File: src/rtl/hqc_rsencod_top.sv
// Systematic Reed-Solomon encoder over GF(2^8) for HQC: the message is loaded in parallel, parity
// is built by a byte-serial LFSR, and the codeword is streamed out parity-first over valid/ready.
module hqc_rsencod_top #(
    parameter int PARAM_SECURITY = 128,
    parameter int PARAM_K     = (PARAM_SECURITY == 128) ? 16 : (PARAM_SECURITY == 192) ? 24 : 32,
    parameter int PARAM_N1    = (PARAM_SECURITY == 128) ? 46 : (PARAM_SECURITY == 192) ? 56 : 90,
    parameter int PARAM_DELTA = (PARAM_SECURITY == 128) ? 15 : (PARAM_SECURITY == 192) ? 16 : 29,
    parameter int PARAM_G     = 2 * PARAM_DELTA + 1,
    parameter int DIN_W       = 8 * PARAM_K
) (
    input  logic             clk_i,
    input  logic             rst_i,
    input  logic             start_i,
    input  logic [DIN_W-1:0] msg_i,
    output logic             busy_o,
    output logic             done_o,
    output logic [7:0]       dout_o,
    output logic             dout_valid_o,
    output logic             dout_last_o,
    input  logic             dout_ready_i
);

    localparam int P  = 2 * PARAM_DELTA;
    localparam int CW = $clog2(PARAM_N1);
    localparam int KW = $clog2(PARAM_K);

    // GF(2^8) multiply modulo x^8+x^4+x^3+x^2+1; with one constant operand this folds to XOR trees.
    function automatic logic [7:0] gf_mul(input logic [7:0] a, input logic [7:0] b);
        logic [7:0] acc;
        logic [7:0] sh;
        acc = 8'h00;
        sh  = a;
        for (int k = 0; k < 8; k++) begin
            if (b[k]) acc = acc ^ sh;
            sh = {sh[6:0], 1'b0} ^ (sh[7] ? 8'h1D : 8'h00);
        end
        return acc;
    endfunction

    // Generator g(x) = (x - a^1)(x - a^2)...(x - a^(2*DELTA)), coefficient j in byte j; monic.
    function automatic logic [8*PARAM_G-1:0] gen_poly();
        logic [7:0]             c [PARAM_G];
        logic [7:0]             root;
        logic [8*PARAM_G-1:0]   res;
        for (int j = 0; j < PARAM_G; j++) c[j] = 8'h00;
        c[0] = 8'h01;
        root = 8'h01;
        for (int i = 1; i < PARAM_G; i++) begin
            root = gf_mul(root, 8'h02);
            for (int j = PARAM_G - 1; j > 0; j--) c[j] = c[j-1] ^ gf_mul(c[j], root);
            c[0] = gf_mul(c[0], root);
        end
        for (int j = 0; j < PARAM_G; j++) res[8*j +: 8] = c[j];
        return res;
    endfunction

    localparam logic [8*PARAM_G-1:0] GEN = gen_poly();

    typedef enum logic [1:0] {S_IDLE, S_ENC, S_OUT, S_DONE} state_t;

    state_t          r_state;
    state_t          w_next;
    logic [CW-1:0]   r_cnt;
    logic [7:0]      r_msg [PARAM_K];
    logic [7:0]      r_par [P];
    logic [7:0]      w_fb;
    logic [KW-1:0]   w_msg_idx;
    logic [7:0]      w_cw [PARAM_N1];
    logic            w_enc_last;
    logic            w_out_last;
    logic            w_accept;

    assign w_enc_last = (r_cnt == CW'(PARAM_K - 1));
    assign w_out_last = (r_cnt == CW'(PARAM_N1 - 1));
    assign w_accept   = (r_state == S_OUT) && dout_ready_i;
    assign w_msg_idx  = KW'(PARAM_K - 1) - KW'(r_cnt);
    assign w_fb       = r_msg[w_msg_idx] ^ r_par[P-1];

    // Codeword view: parity in the low positions, message bytes above it.
    always_comb begin
        for (int n = 0; n < P; n++) w_cw[n] = r_par[n];
        for (int n = 0; n < PARAM_K; n++) w_cw[P+n] = r_msg[n];
    end

    always_ff @(posedge clk_i or posedge rst_i) begin
        if (rst_i) r_state <= S_IDLE;
        else       r_state <= w_next;
    end

    always_comb begin
        w_next = r_state;
        case (r_state)
            S_IDLE:  if (start_i) w_next = S_ENC;
            S_ENC:   if (w_enc_last) w_next = S_OUT;
            S_OUT:   if (w_accept && w_out_last) w_next = S_DONE;
            S_DONE:  w_next = S_IDLE;
            default: w_next = S_IDLE;
        endcase
    end

    always_ff @(posedge clk_i or posedge rst_i) begin
        if (rst_i) begin
            r_cnt <= '0;
            // NOTE: the message and parity arrays are reset too, so an aborted encode leaves no stale bytes.
            for (int i = 0; i < PARAM_K; i++) r_msg[i] <= 8'h00;
            for (int j = 0; j < P; j++) r_par[j] <= 8'h00;
        end else begin
            case (r_state)
                S_IDLE: if (start_i) begin
                    r_cnt <= '0;
                    for (int i = 0; i < PARAM_K; i++) r_msg[i] <= msg_i[8*i +: 8];
                    for (int j = 0; j < P; j++) r_par[j] <= 8'h00;
                end
                S_ENC: begin
                    for (int j = P - 1; j > 0; j--) r_par[j] <= r_par[j-1] ^ gf_mul(w_fb, GEN[8*j +: 8]);
                    r_par[0] <= gf_mul(w_fb, GEN[7:0]);
                    r_cnt    <= w_enc_last ? '0 : r_cnt + CW'(1);
                end
                S_OUT: if (w_accept) r_cnt <= w_out_last ? '0 : r_cnt + CW'(1);
                default: r_cnt <= '0;
            endcase
        end
    end

    // Outputs decode straight from state so an asynchronous reset clears them at once.
    always_comb begin
        busy_o       = (r_state == S_ENC) || (r_state == S_OUT);
        done_o       = (r_state == S_DONE);
        dout_valid_o = (r_state == S_OUT);
        dout_last_o  = (r_state == S_OUT) && w_out_last;
        dout_o       = (r_state == S_OUT) ? w_cw[r_cnt] : 8'h00;
    end

endmodule
File: config.mk
export PLATFORM = sky130hd
export DESIGN_NAME = hqc_rsencod_top
export DESIGN_NICKNAME = d
export VERILOG_FILES = /design/src/rtl/hqc_rsencod_top.sv
export SDC_FILE = /design/constraint.sdc
export NUM_CORES = 1
export LEC_CHECK = 0
export ABC_AREA = 1
export BUFFER_PORTS_ARGS = -buffer_cell sky130_fd_sc_hd__buf_2
export CORE_MARGIN = 1.5
export CORE_UTILIZATION = 34
export CTS_BUF_LIST = sky130_fd_sc_hd__clkbuf_16
export DETAILED_ROUTE_END_ITERATION = 8
export PLACE_DENSITY = 0.48
export SLEW_MARGIN = 20
export SYNTH_ARGS = -nofsm -noshare
export SYNTH_HDL_FRONTEND = slang
export SYNTH_SLANG_ARGS = --single-unit
File: constraint.sdc
create_clock -name clk_i -period 16.44 [get_ports clk_i]
set_input_delay 1.644 -clock clk_i [delete_from_list [all_inputs] [get_ports clk_i]]
set_output_delay 1.644 -clock clk_i [all_outputs]
set_load 0.05 [all_outputs]
==> metrics.txt <==
run status=finished, final reports clean; clk sink count=376; Mapped Nets=3385; Die Y=269 microns; dpl hpwl=69000 microns; Simple-Gate Fraction of Synth Area=0.216; CP Data Arrival Time=7.09 ns; Worst Path Max Fanout=66; Cells after Synth=3247; setup repair after global routing missed its margin=no; Final Hold Fails=0; maximum clock frequency=0.153 GHz; Avg Cell Area, Syn=7.43 sq um; critical path class=flip-flop to flip-flop; XOR/XNOR share of the synthesized area=0.0755; Critical Path RT=16.97 ns; first-pass GRT wire length=150000 microns; crit start category=flip-flop; unique cell type count in the Yosys netlist=54; clk_lat worst skew=0.61 ns; number of synthesized register bits=376; CTS buffer count=47; largest family of logic cells by synthesized area=simple AND/OR/NAND/NOR gates; Worst Tran Pin Value=0.983 ns; die area=0.0726 sq mm; vias in the first global route=22389; multi-input combinational cell area=0.0124 sq mm; clk_skew=about 0.027 ns; DR WL/cell=23.7 microns; nature of the critical path endpoint=flip-flop; max-cap viol count=0; fillers=7530; Synth Cell Area=0.0241 sq mm; final net count=3413; sequential fraction of the synthesis area=0.390; DRC violation count after routing=0; Max clock buf depth=3; grt ovf=0; worst reg-to-reg setup slack=9.89 ns; ys async rst share=1.00; final RePlAce weighted congestion=0.958; post-synthesis compound-gate area fraction=0.199; synthesis warning total=0; Die Width=269 microns; # rows=97; Hold-fix buffers, CTS=0; DRT iter0 DRCs=2066; FF+latch area=0.00942 sq mm; Final Cycle Share=0.399; layout cell share with drive strength beyond 1=0.126; Post-Synth Adder-Cell Area=0.00311; setup tns final=0 ns; vias per cell=5.46; # setup viols final=0; # IOs=144; Synth Flop Type=dfrtp_1; Final Core Density=0.381; Slew Limit Headroom=0.345; post-route antenna net violation count=0; clock slew at reported path FFs=0.06 ns; PortBufs=143; Starting Density=0.344; initial antenna violation count=4; post-synthesis mux area share=0.0176; H-tree Lvls=2; Routed WL=101000 microns; class of the worst hold path=flip-flop to flip-flop; Post-synth EDFFs=0; DR pass1 iterations=5; Slew Viols, Final=0; vias post-DR=23237; PostCTS Resize Cnt=0; Core Region=0.0701 sq mm; gr usage total=0.273; fin crit period=6.55 ns; largest net degree at the start of global routing=172; CTS tree=yes; Root Buffer=clkbuf_16; Post-CTS Setup Inserts=0; P&R area growth vs syn=10.8%
[metal layers]
layer	global-route usage	part of all wire	wire (microns)
met1	0.368	0.42	42900
met2	0.428	0.45	45900
met3	0.0467	0.076	7620
met4	0.123	0.045	4530
met5	0	0.000099	10
[cells in the final DEF, fill, tap and decap left out, types with 24 or more instances in the layout]
cell type,netlist,final
inv_1,350,358
nor2_1,201,201
o22ai_1,99,99
o21ai_0,370,370
nand3_1,278,278
nand2_2,53,54
mux2_2,36,36
dfrtp_1,376,373
a21oi_1,311,311
xor2_1,124,124
nand2_1,617,614
clkbuf_16,0,48
o21ai_1,76,75
buf_2,19,143
inv_2,24,24
[final timing paths]
kind                              end  startpoint  cells past startpoint
min in group asynchronous    r_msg[7]       rst_i                      2
hold / removal             r_par[157]  r_par[157]                      2
setup reg to reg            r_par[11]    r_cnt[0]                     23
setup / recovery            r_par[11]    r_cnt[0]                     23
max in group asynchronous   r_par[89]       rst_i                      5
hold reg to reg            r_par[157]  r_par[157]                      2
[cell type report]
type,instances,area share
Antenna cell,1,0.0000936
Clock buffer,48,0.0449
Clock inverter,38,0.00763
Inverter,377,0.0537
Multi-Input combinational cell,2307,0.462
Sequential cell,376,0.352
Tap cell,940,0.0440
Timing Repair Buffer,166,0.0354
[through the flow]
stage / setup WS [ns] / cells / instance area (sq um) / hold WS [ns]
after global placement: 10.19 / 4165 / 25300 / 0.469
after global routing: 9.62 / 4252 / 26700 / 0.535
after CTS: 10.03 / 4251 / 26700 / 0.482
after floorplan: 4.35 / 3247 / 24100 / 0.449
final: 9.89 / 4253 / 26700 / 0.484
after detailed placement: 10.13 / 4165 / 25300 / 0.466
[Yosys cell counts, types with 4 or more instances]
| library cell | instances | area (sq um) |
|---|---|---|
| nand2_1 | 617 | 2320 |
| dfrtp_1 | 376 | 9410 |
| o21ai_0 | 370 | 1850 |
| inv_1 | 350 | 1310 |
| a21oi_1 | 311 | 1560 |
| nand3_1 | 278 | 1390 |
| nor2_1 | 201 | 754 |
| xor2_1 | 124 | 1090 |
| clkbuf_1 | 105 | 394 |
| o22ai_1 | 99 | 619 |
| o21ai_1 | 76 | 380 |
| nand2_2 | 53 | 332 |
| mux2_2 | 36 | 405 |
| buf_1 | 28 | 105 |
| inv_2 | 24 | 90.1 |
| buf_6 | 23 | 259 |
| xor2_2 | 21 | 342 |
| o211ai_1 | 20 | 150 |
| buf_2 | 19 | 95.1 |
| nand2_4 | 16 | 180 |
| xnor2_1 | 11 | 96.3 |
| buf_4 | 10 | 75.1 |
| xor2_4 | 8 | 220 |
| a21oi_2 | 6 | 52.6 |
| ha_1 | 6 | 75.1 |
| nand3b_1 | 5 | 37.5 |
| or2_1 | 4 | 25.0 |
[sequential cells by signal (all words and copies together), names as in the netlist]
name and flops:
r_msg 128, r_par 240, r_state 2, r_cnt 6
[worst max-delay path, cell delays in order (launching register included)]
cell and delay, ns:
dfrtp_4 0.72, inv_4 0.53, buf_4 0.69, buf_4 0.61, nand2_1 0.12, nand3_1 0.10
nand2_1 0.07, nand2_1 0.06, nand2_1 0.07, inv_2 0.07, nand3_1 0.07, nand2_1 0.54
nand2_1 0.18, nand2_2 0.50, nand2_1 0.13, nand2_2 0.24, nand2_1 0.08, nand2_1 0.55
inv_1 0.37, nand2_1 0.20, nand2_1 0.11, nand2_1 0.07, nand3_1 0.08, o21ai_1 0.13
[cells by family after synthesis]
kind of cell               Yosys count
AOI/OAI and AO/OA                  904
xor gates and xnor gates           168
adders and majority gates            6
and+or+nand+nor                   1191
buffers and inverters              564
muxes                               38
DFF                                376
Power is not shown: default switching activity piles up to over one toggle a cycle in this logic, so the estimate is an artifact.
